**config.mk**
```make
export PLATFORM = sky130hd
export DESIGN_NAME = tlp_detector_param
export DESIGN_NICKNAME = d
export VERILOG_FILES = /design/src/rtl/tlp_pkg.sv /design/src/rtl/tlp_type_decode.sv /design/src/rtl/tlp_detector_param.sv
export SDC_FILE = /design/constraint.sdc
export NUM_CORES = 1
export LEC_CHECK = 0
export CAP_MARGIN = 0
export CORE_ASPECT_RATIO = 1.25
export CORE_UTILIZATION = 55
export DETAILED_ROUTE_END_ITERATION = 16
export PLACE_DENSITY = 0.79
export SYNTH_ARGS = -nofsm -noshare
export SYNTH_HDL_FRONTEND = slang
export SYNTH_HIERARCHICAL = 1
export SYNTH_SLANG_ARGS = --single-unit
```
**constraint.sdc**
```tcl
create_clock -name clk -period 3.1 [get_ports clk]
set_input_delay 0.31 -clock clk [delete_from_list [all_inputs] [get_ports clk]]
set_output_delay 0.31 -clock clk [all_outputs]
set_load 0.02 [all_outputs]
```
**src/rtl/tlp_pkg.sv**
```systemverilog
// Shared constants for the parametrised TLP detector: framing symbols,
// header field positions, TLP type codes, one-hot indices and FSM encoding.
package tlp_pkg;

  localparam logic [7:0] STP = 8'hFB;
  localparam logic [7:0] END = 8'hFD;

  // Bit positions inside fmt = byte0[6:5]
  localparam int FMT_4DW  = 0;
  localparam int FMT_DATA = 1;

  localparam logic [4:0] TYPE_MEM  = 5'b00000;
  localparam logic [4:0] TYPE_IO   = 5'b00010;
  localparam logic [4:0] TYPE_CFG0 = 5'b00100;
  localparam logic [4:0] TYPE_CFG1 = 5'b00101;
  localparam logic [4:0] TYPE_CPL  = 5'b01010;

  localparam int IDX_MRD    = 0;
  localparam int IDX_MWR    = 1;
  localparam int IDX_IORD   = 2;
  localparam int IDX_IOWR   = 3;
  localparam int IDX_CFGRD0 = 4;
  localparam int IDX_CFGWR0 = 5;
  localparam int IDX_CFGRD1 = 6;
  localparam int IDX_CFGWR1 = 7;
  localparam int IDX_CPL    = 8;
  localparam int IDX_CPLD   = 9;

  typedef enum logic [2:0] {
    S_IDLE   = 3'd0,
    S_SEQ0   = 3'd1,
    S_SEQ1   = 3'd2,
    S_HDR    = 3'd3,
    S_DATA   = 3'd4,
    S_ENDCHK = 3'd5
  } state_t;

endpackage

```
**src/rtl/tlp_type_decode.sv**
```systemverilog
// Maps header fmt/type to a one-hot TLP kind; legal is low for unknown
// types and for 4DW headers on anything other than memory requests.
module tlp_type_decode
  import tlp_pkg::*;
(
  input  logic [1:0] fmt,
  input  logic [4:0] type_code,
  output logic [9:0] type_onehot,
  output logic       legal
);

  logic wd;
  assign wd = fmt[FMT_DATA];

  always_comb begin
    type_onehot = '0;
    legal       = 1'b1;
    case (type_code)
      TYPE_MEM:  type_onehot[wd ? IDX_MWR    : IDX_MRD]    = 1'b1;
      TYPE_IO:   type_onehot[wd ? IDX_IOWR   : IDX_IORD]   = 1'b1;
      TYPE_CFG0: type_onehot[wd ? IDX_CFGWR0 : IDX_CFGRD0] = 1'b1;
      TYPE_CFG1: type_onehot[wd ? IDX_CFGWR1 : IDX_CFGRD1] = 1'b1;
      TYPE_CPL:  type_onehot[wd ? IDX_CPLD   : IDX_CPL]    = 1'b1;
      default:   legal = 1'b0;
    endcase
    if (fmt[FMT_4DW] && (type_code != TYPE_MEM)) legal = 1'b0;
    if (!legal) type_onehot = '0;
  end

endmodule

```
**src/rtl/tlp_detector_param.sv**
```systemverilog
// Byte-serial TLP framer/decoder: sizes frames from the header, echoes
// payload, and holds each accepted TLP in a one-entry output register.
//
// Output handshake: tlp_valid stays high with all tlp_* fields stable until a
// cycle with tlp_valid && tlp_ready; that cycle consumes the entry, and a new
// frame committing in the same cycle may reload it.
module tlp_detector_param
  import tlp_pkg::*;
#(
  parameter int MAX_PAYLOAD_DW = 8,
  parameter int CNT_W          = 4
) (
  input  logic             clk,
  input  logic             reset,
  input  logic             in_valid,
  input  logic [7:0]       data_in,
  output logic             pld_valid,
  output logic [7:0]       pld_data,
  output logic             pld_last,
  output logic             tlp_valid,
  input  logic             tlp_ready,
  output logic [127:0]     tlp_hdr,
  output logic [11:0]      tlp_seq,
  output logic [10:0]      tlp_len_dw,
  output logic [9:0]       tlp_type,
  output logic [CNT_W-1:0] tlp_count,
  output logic             err_len,
  output logic             err_end,
  output logic             err_type,
  output logic             err_ovf,
  output logic [CNT_W-1:0] err_count,
  output state_t           dbg_state
);

  localparam logic [10:0] MAX_LEN = 11'(MAX_PAYLOAD_DW);

  state_t       state;
  logic [3:0]   hdr_idx;
  logic [127:0] hdr_buf;
  logic [11:0]  seq_r;
  logic [1:0]   fmt_r;
  logic [4:0]   type_r;
  logic [10:0]  len_r;
  logic [12:0]  data_cnt;

  logic [9:0]   type_onehot;
  logic         type_legal;
  logic [3:0]   hdr_last;
  logic [9:0]   len_raw;
  logic [10:0]  len_full;
  logic         data_last;
  logic         can_load;

  tlp_type_decode u_decode (
    .fmt         (fmt_r),
    .type_code   (type_r),
    .type_onehot (type_onehot),
    .legal       (type_legal)
  );

  assign hdr_last  = fmt_r[FMT_4DW] ? 4'd15 : 4'd11;
  // Length field: hdr byte2[1:0] (already buffered) with byte3 arriving now
  assign len_raw   = {hdr_buf[105:104], data_in};
  assign len_full  = (len_raw == 10'd0) ? 11'd1024 : {1'b0, len_raw};
  assign data_last = (data_cnt == ({len_r, 2'b00} - 13'd1));
  assign can_load  = !tlp_valid || tlp_ready;
  assign dbg_state = state;

  always_ff @(posedge clk or negedge reset) begin
    if (!reset) begin
      state      <= S_IDLE;
      hdr_idx    <= '0;
      hdr_buf    <= '0;
      seq_r      <= '0;
      fmt_r      <= '0;
      type_r     <= '0;
      len_r      <= '0;
      data_cnt   <= '0;
      pld_valid  <= 1'b0;
      pld_data   <= '0;
      pld_last   <= 1'b0;
      tlp_valid  <= 1'b0;
      tlp_hdr    <= '0;
      tlp_seq    <= '0;
      tlp_len_dw <= '0;
      tlp_type   <= '0;
      tlp_count  <= '0;
      err_len    <= 1'b0;
      err_end    <= 1'b0;
      err_type   <= 1'b0;
      err_ovf    <= 1'b0;
    end else begin
      err_len   <= 1'b0;
      err_end   <= 1'b0;
      err_type  <= 1'b0;
      err_ovf   <= 1'b0;
      pld_valid <= 1'b0;
      pld_last  <= 1'b0;
      if (tlp_valid && tlp_ready) tlp_valid <= 1'b0;

      if (in_valid) begin
        case (state)
          S_IDLE: begin
            if (data_in == STP) begin
              state   <= S_SEQ0;
              hdr_buf <= '0;
              hdr_idx <= '0;
              len_r   <= '0;
            end
          end
          S_SEQ0: begin
            seq_r[11:8] <= data_in[3:0];
            state       <= S_SEQ1;
          end
          S_SEQ1: begin
            seq_r[7:0] <= data_in;
            state      <= S_HDR;
          end
          S_HDR: begin
            hdr_buf <= hdr_buf | ({data_in, 120'b0} >> {hdr_idx, 3'b000});
            hdr_idx <= hdr_idx + 4'd1;
            if (hdr_idx == 4'd0) begin
              fmt_r  <= data_in[6:5];
              type_r <= data_in[4:0];
            end
            if (hdr_idx == 4'd3) begin
              if (fmt_r[FMT_DATA] && (len_full > MAX_LEN)) begin
                err_len <= 1'b1;
                state   <= S_IDLE;
              end else begin
                len_r <= fmt_r[FMT_DATA] ? len_full : 11'd0;
              end
            end else if (hdr_idx == hdr_last) begin
              state    <= fmt_r[FMT_DATA] ? S_DATA : S_ENDCHK;
              data_cnt <= '0;
            end
          end
          S_DATA: begin
            pld_valid <= 1'b1;
            pld_data  <= data_in;
            pld_last  <= data_last;
            data_cnt  <= data_cnt + 13'd1;
            if (data_last) state <= S_ENDCHK;
          end
          S_ENDCHK: begin
            state <= S_IDLE;
            // A bad type wins over a bad END so each frame raises one error
            if (!type_legal) begin
              err_type <= 1'b1;
            end else if (data_in != END) begin
              err_end <= 1'b1;
            end else if (can_load) begin
              tlp_valid  <= 1'b1;
              tlp_hdr    <= hdr_buf;
              tlp_seq    <= seq_r;
              tlp_len_dw <= len_r;
              tlp_type   <= type_onehot;
              tlp_count  <= tlp_count + 1'b1;
            end else begin
              err_ovf <= 1'b1;
            end
          end
          default: state <= S_IDLE;
        endcase
      end
    end
  end

  always_ff @(posedge clk or negedge reset) begin
    if (!reset) begin
      err_count <= '0;
    end else if ((err_len || err_end || err_type || err_ovf) && (err_count != '1)) begin
      err_count <= err_count + 1'b1;
    end
  end

endmodule

```
# ---- Yosys cells after proc, flatten, opt, wreduce, memory -nomap -nowiden
# Cells that the tools add are included.
dict set report word_totals {
  regBits 362
  in_bits 12
  n_memories 0
  word_cells 161
  mem_bits_ro 0
  latchBits 0
  ram_bits 0
  out_inout_bits 187
}
dict set report classes {
  n_bitwise 2
  muxes 65
  n_reduce_logical 31
  n_lt_le_gt_ge 11
  n_addsub 5
  n_mul 0
  n_div 0
  shift 1
  eq_ne 23
}
# op n
set op_table {}
lappend op_table {{128-bit case mux with 2 select lines} 1}
lappend op_table {{32-bit by 1-bit >= comparator with 1-bit output, second input constant} 5}
lappend op_table {{32-bit by 6-bit less-than comparator with 1-bit output, second input constant} 5}
lappend op_table {{128-bit 2-to-1 mux} 1}
lappend op_table {{128-bit bitwise OR} 1}
lappend op_table {{128-bit by 7-bit >> shifter with 128-bit output} 1}
lappend op_table {{11-bit 2-to-1 mux} 5}
lappend op_table {{10-bit case mux with 5 select lines} 1}
lappend op_table {{1-bit 2-to-1 mux} 39}
lappend op_table {{13-bit 2-to-1 mux} 2}
lappend op_table {{13-bit case mux with 2 select lines} 1}
lappend op_table {{11-bit case mux with 2 select lines} 1}
lappend op_table {{1-bit demux with 4-bit select} 5}
lappend op_table {{3-bit 2-to-1 mux} 6}
lappend op_table {{3-bit case mux with 5 select lines} 1}
lappend op_table {{5-bit AND reduction} 3}
lappend op_table {{13-bit by 1-bit adder with 13-bit output, second input constant} 1}
lappend op_table {{13-bit == test} 1}
lappend op_table {{13-bit by 1-bit subtractor with 13-bit output, second input constant} 1}
lappend op_table {{4-bit by 1-bit adder with 4-bit output, second input constant} 3}
lappend op_table {{2-bit inequality test, second input constant} 6}
lappend op_table {{11-bit by 4-bit greater-than comparator with 1-bit output, second input constant} 1}
lappend op_table {{5-bit by 3-bit == test with 1-bit output, second input constant} 2}
lappend op_table {{10-bit logical NOT} 1}
lappend op_table {{other kinds (26)} 44}

# ---- Longest topological paths before layout
dict set report depth {
  word_depth 8
  mapped_depth 10
  mapped_depth_nobuf 8
}

# ---- By module
# The synthesis kept the hierarchy.
# module seq_area_each_um2 instances cells_each area_per_inst_um2
set modules_own_cells {}
lappend modules_own_cells {tlp_detector_param 9058.7 1 1437 14326.2}
lappend modules_own_cells {tlp_type_decode 0.0 1 19 128.9}

# ---- Worst setup path before layout
# Ideal clock, no wire load.
dict set report synth_path {
  kind {register to register}
  startpoint {reg len_r[0]}
  endpoint {reg state[0], in the netlist dbg_state[0]}
  slack_ps 950
  arrival_ps 2068
  period_less_slack_ps 2150
  t_required_ps 3018
  setup_ps 82
  stages_incl_launch_ff 10
  n_path_buf 1
  path_cell_list {dfrtp_1 inv_1 ha_1 buf_4 or4b_1 o41ai_1 xor2_1 a32o_1 nand4_1 a31oi_1}
}
dict set report synth_via {
  elab_chain_len 4
}
# item line_no
set synth_rtl {}
lappend synth_rtl {{start, declared} tlp_detector_param.sv:43} ;# logic [10:0] len_r;
lappend synth_rtl {{start signal, assigned} tlp_detector_param.sv:131} ;# len_r <= fmt_r[FMT_DATA] ? len_full : 11'd0;
lappend synth_rtl {{13-bit by 1-bit subtractor with 13-bit output} tlp_detector_param.sv:65} ;# assign data_last = (data_cnt == ({len_r, 2'b00} - 13'd1));
lappend synth_rtl {{13-bit == test} tlp_detector_param.sv:65}
lappend synth_rtl {{2-bit inequality test (no line)} -}
lappend synth_rtl {{5-bit AND reduction (no line)} -}
lappend synth_rtl {{end signal, assigned} tlp_detector_param.sv:134} ;# state <= fmt_r[FMT_DATA] ? S_DATA : S_ENDCHK;
lappend synth_rtl {{end, declared} tlp_detector_param.sv:37} ;# state_t state;
# No other way between the ends.
# A chain may end at the register's enable or synchronous reset.

# ---- Worst setup path in the final report
dict set report layout_path {
  startpoint {reg type_r[2]}
  endpoint {reg tlp_hdr[74]}
}
dict set report layout_via {
  elab_chain_len 5
  elab_cells_between_ends 11
  cone_classes {4 x eq/ne; 2 x mux; 5 x reduce/logical}
}
# item line_no
set layout_rtl {}
lappend layout_rtl {{start, declared} tlp_detector_param.sv:42} ;# logic [4:0] type_r;
lappend layout_rtl {{start signal, assigned} tlp_detector_param.sv:124} ;# type_r <= data_in[4:0];
lappend layout_rtl {{5-bit by 2-bit == test with 1-bit output, or another cell as far along} tlp_type_decode.sv:18} ;# case (type_code)
lappend layout_rtl {{5-bit OR reduction (no line)} -}
lappend layout_rtl {{1-bit 2-to-1 mux} tlp_type_decode.sv:18}
lappend layout_rtl {{1-bit 2-to-1 mux (*)} tlp_type_decode.sv:26} ;# if (fmt[FMT_4DW] && (type_code != TYPE_MEM)) legal = 1'b0;
lappend layout_rtl {{via type_legal} tlp_detector_param.sv:47} ;# logic type_legal;
lappend layout_rtl {{5-bit AND reduction (no line) (*)} -}
lappend layout_rtl {{end signal, assigned} tlp_detector_param.sv:154} ;# tlp_hdr <= hdr_buf;
lappend layout_rtl {{end, declared} tlp_detector_param.sv:22} ;# output logic [127:0] tlp_hdr,
# Mark *: on every way through the listed nets, which the timed path passes. The rest lies on a longest branch.

==> reports/results.ini <==
[global_routing]
grt_pass1_wl_mm=60.4
grt_max_degree=107
grt_pass1_vias=11200
grt_antenna_before_repair=1
grt.overflow.total=0
gr-usage-all-layers_pct=28.7

[sta]
setup_viol=0
rsz0062_at_grt=false
slew_headroom_pct=40.3
setup_tns_ps=0
final_hold_viol_count=0
worst_hold_slack_ps=433
period_share_pct=85.2
min_period_ps=2640
slew_violations=0
fin_skew_ps=15.7
worst_pin_slew_ps=894
fmax_ghz=0.379

[power]
peakVddDrop_mv=0.375
swShare_pct=29.1
leakagePower_nw=9.13
power.internal_mw=8.81
pwr-share-seq_pct=47.3
p_clk_share_pct=35.1
combPwrFrac_pct=17.6
power_density_nw_per_um2=685
power_switching_mw=3.62

[routing]
vias_per_cell=5.55
ant_nets=0
drc=0
dr.pass1.iters=5
finalWirelength_mm=37.5
drt_first_iter_violations=762
wl_per_cell_um=18.6
vias=11200

[final_layout]
final_common_cell=nand2_1
finalNetCount=1672
final_cell_mix=nand2_1 (505), dfrtp_1 (362), clkdlybuf4s50_1 (197)
fillers=1905
drive_gt1_share_pct=9.41
syn2layout_area_growth_pct=25.6

[clock_network]
cts_root_buffer=clkbuf_16
cts_buffer_depth=3
cts.sinks=362
cts_inserted_buffers=35
cts_tree=done
cts_resized=0
cts_setup_buffers=0
insertion_delay_ps=510
clk_pin_slew_ps=60
holdBufCountCts=1
cts_htree_levels=2

[critical_path]
slowest_stage=or4b_4
cp_cell_sequence=or4b_4 > o2bb2ai_1 > nand3_1 > nor2b_4 > buf_4 > nand2_1 > nand2_1
critPathRequiredTime_ps=3540
cp.arrival_ps=3080
path_depth=7
max_stage_delay_ps=580
crit_buf_inv=1
cp_common_cell=nand2_1
path_delay_family=simple AND/OR/NAND/NOR gates
worst-path-max-fanout=17
worstSetupPathType=flip-flop to flip-flop
start_kind=flip-flop
worstSetupEndpointType=flip-flop
reg2reg_depth=7

[floorplanning]
die_x_um=147
pin_count=199
die_area_um2=26900
core_area_um2=25900
die_h_um=183
rows=66
start_util_pct=55.7

[logic_synthesis]
yosysTopAreaCellShare_pct=62.7
ys_ff_latch=362
synth-edff-count=0
ys_seq_area_share_pct=62.7
syn_inst=1456
yosys_warnings=6
ys.flop_type=dfrtp_1
synthDistinctLibCells=63
async_flop_share_pct=100
yosysTopAreaCell=dfrtp_1
avgSynthCellArea_um2=9.93
syn_area_um2=14500
synthesis.nets=1474
yosys-top-cells-area=dfrtp_1 (63%), nand2_1 (13%), a21oi_1 (4.0%), nor2_1 (3.5%), mux2_2 (2.3%)

[place]
hpwl_mm=24.1
gp_congestion=0.880
io_buffer_count=198

[min_path]
hold_path.class=input port to async pin

[job]
cap_violations=0

[run_status]
status=finished, final reports clean

==> cell families after synthesis <==
family / count (synthesis) / synth area share (%)
mux: 35 / 2.67
xor+xnor: 29 / 1.76
buf+inv: 101 / 3.01
flops: 362 / 62.7
fa+ha+maj: 6 / 0.519
simple gates: 742 / 21.9
compound gates: 181 / 7.43
==> worst reg2reg max path, stage by stage (launching register included) <==
cell and delay, ps:
dfrtp_1 460, or4b_4 580, o2bb2ai_1 320, nand3_1 230, nor2b_4 490, buf_4 340, nand2_1 90, nand2_1 70
==> layout make-up <==
type | instances | area, um2 | share of cell area [%]
diodes | 1 | 2.50 | 0.0138
clock buffers | 50 | 1020 | 5.64
clock inverters | 12 | 164 | 0.903
inverters | 16 | 60.1 | 0.331
multi-input cells | 993 | 4970 | 27.4
flip-flops and latches | 362 | 9060 | 49.9
well taps | 340 | 425 | 2.34
repair buffers | 246 | 2450 | 13.5
==> metal layers <==
| layer | wire length, um | part of all wire [%] | vias to the layer above | track usage, % |
|---|---|---|---|---|
| met5 | 0 | 0 | - | 0 |
| met4 | 1340 | 3.6 | 0 | 11.3 |
| met3 | 2170 | 5.8 | 87 | 3.88 |
| met2 | 18800 | 50 | 414 | 48.3 |
| met1 | 15200 | 40 | 5589 | 37.8 |
| li1 | - | - | 5127 | - |
==> power by group through the flow <==
stage | registers (mW) | logic, mW | clock network, mW
floorplan | 5.83 | 1.46 | 0
global placement | 5.92 | 2.08 | 0
detailed placement | 5.95 | 2.16 | 0
CTS | 5.88 | 2.19 | 4.41
global route | 5.97 | 2.40 | 4.61
finish | 5.88 | 2.19 | 4.37
==> final timing paths <==
path                            slack, ps         from     endpoint
worst max-delay path                  460    type_r[2]  tlp_hdr[74]
worst max register to register        460    type_r[2]  tlp_hdr[74]
worst min-delay path                  430        reset  pld_data[5]
min in group clk                      450     in_valid     err_type
max in group asynchronous            1760        reset  hdr_buf[13]
worst min register to register        470  hdr_buf[57]  tlp_hdr[57]
==> Yosys cell counts, drive strengths merged, types with 6 or more instances <==
cell type  instances
o21ai             20
xor2              11
and3               6
clkbuf            47
or3                6
a21oi            116
mux2              29
dfrtp            362
xnor2             18
nor3              20
nand3             10
nand2            505
nor2             133
nor2b             18
mux2i              6
ha                 6
nand4              9
buf               38
nor4              13
a22o              21
inv               15
==> flip-flops by register name (all words and copies together) (netlist names), 5 cells and up <==
| signal | flops |
|---|---|
| data_cnt | 13 |
| type_r | 5 |
| tlp_len_dw | 11 |
| len_r | 11 |
| tlp_hdr | 128 |
| tlp_seq | 12 |
| tlp_type | 10 |
| pld_data | 8 |
| hdr_buf | 128 |
| seq_r | 12 |
==> metrics by stage <==
stage | setup WS (ps) | total power, mW | std cells | util, % | instance area [um2]
final | 460 | 12.4 | 2020 | 70.0 | 18200
after global routing | 295 | 13.0 | 2020 | 70.0 | 18200
after CTS | 465 | 12.5 | 2019 | 70.0 | 18200
after detailed placement | 299 | 8.11 | 1956 | 65.4 | 17000
after global placement | 339 | 8.00 | 1956 | 65.4 | 17000
after floorplan | 950 | 7.29 | 1456 | - | 14500
Power figures use the tool's default switching activity.
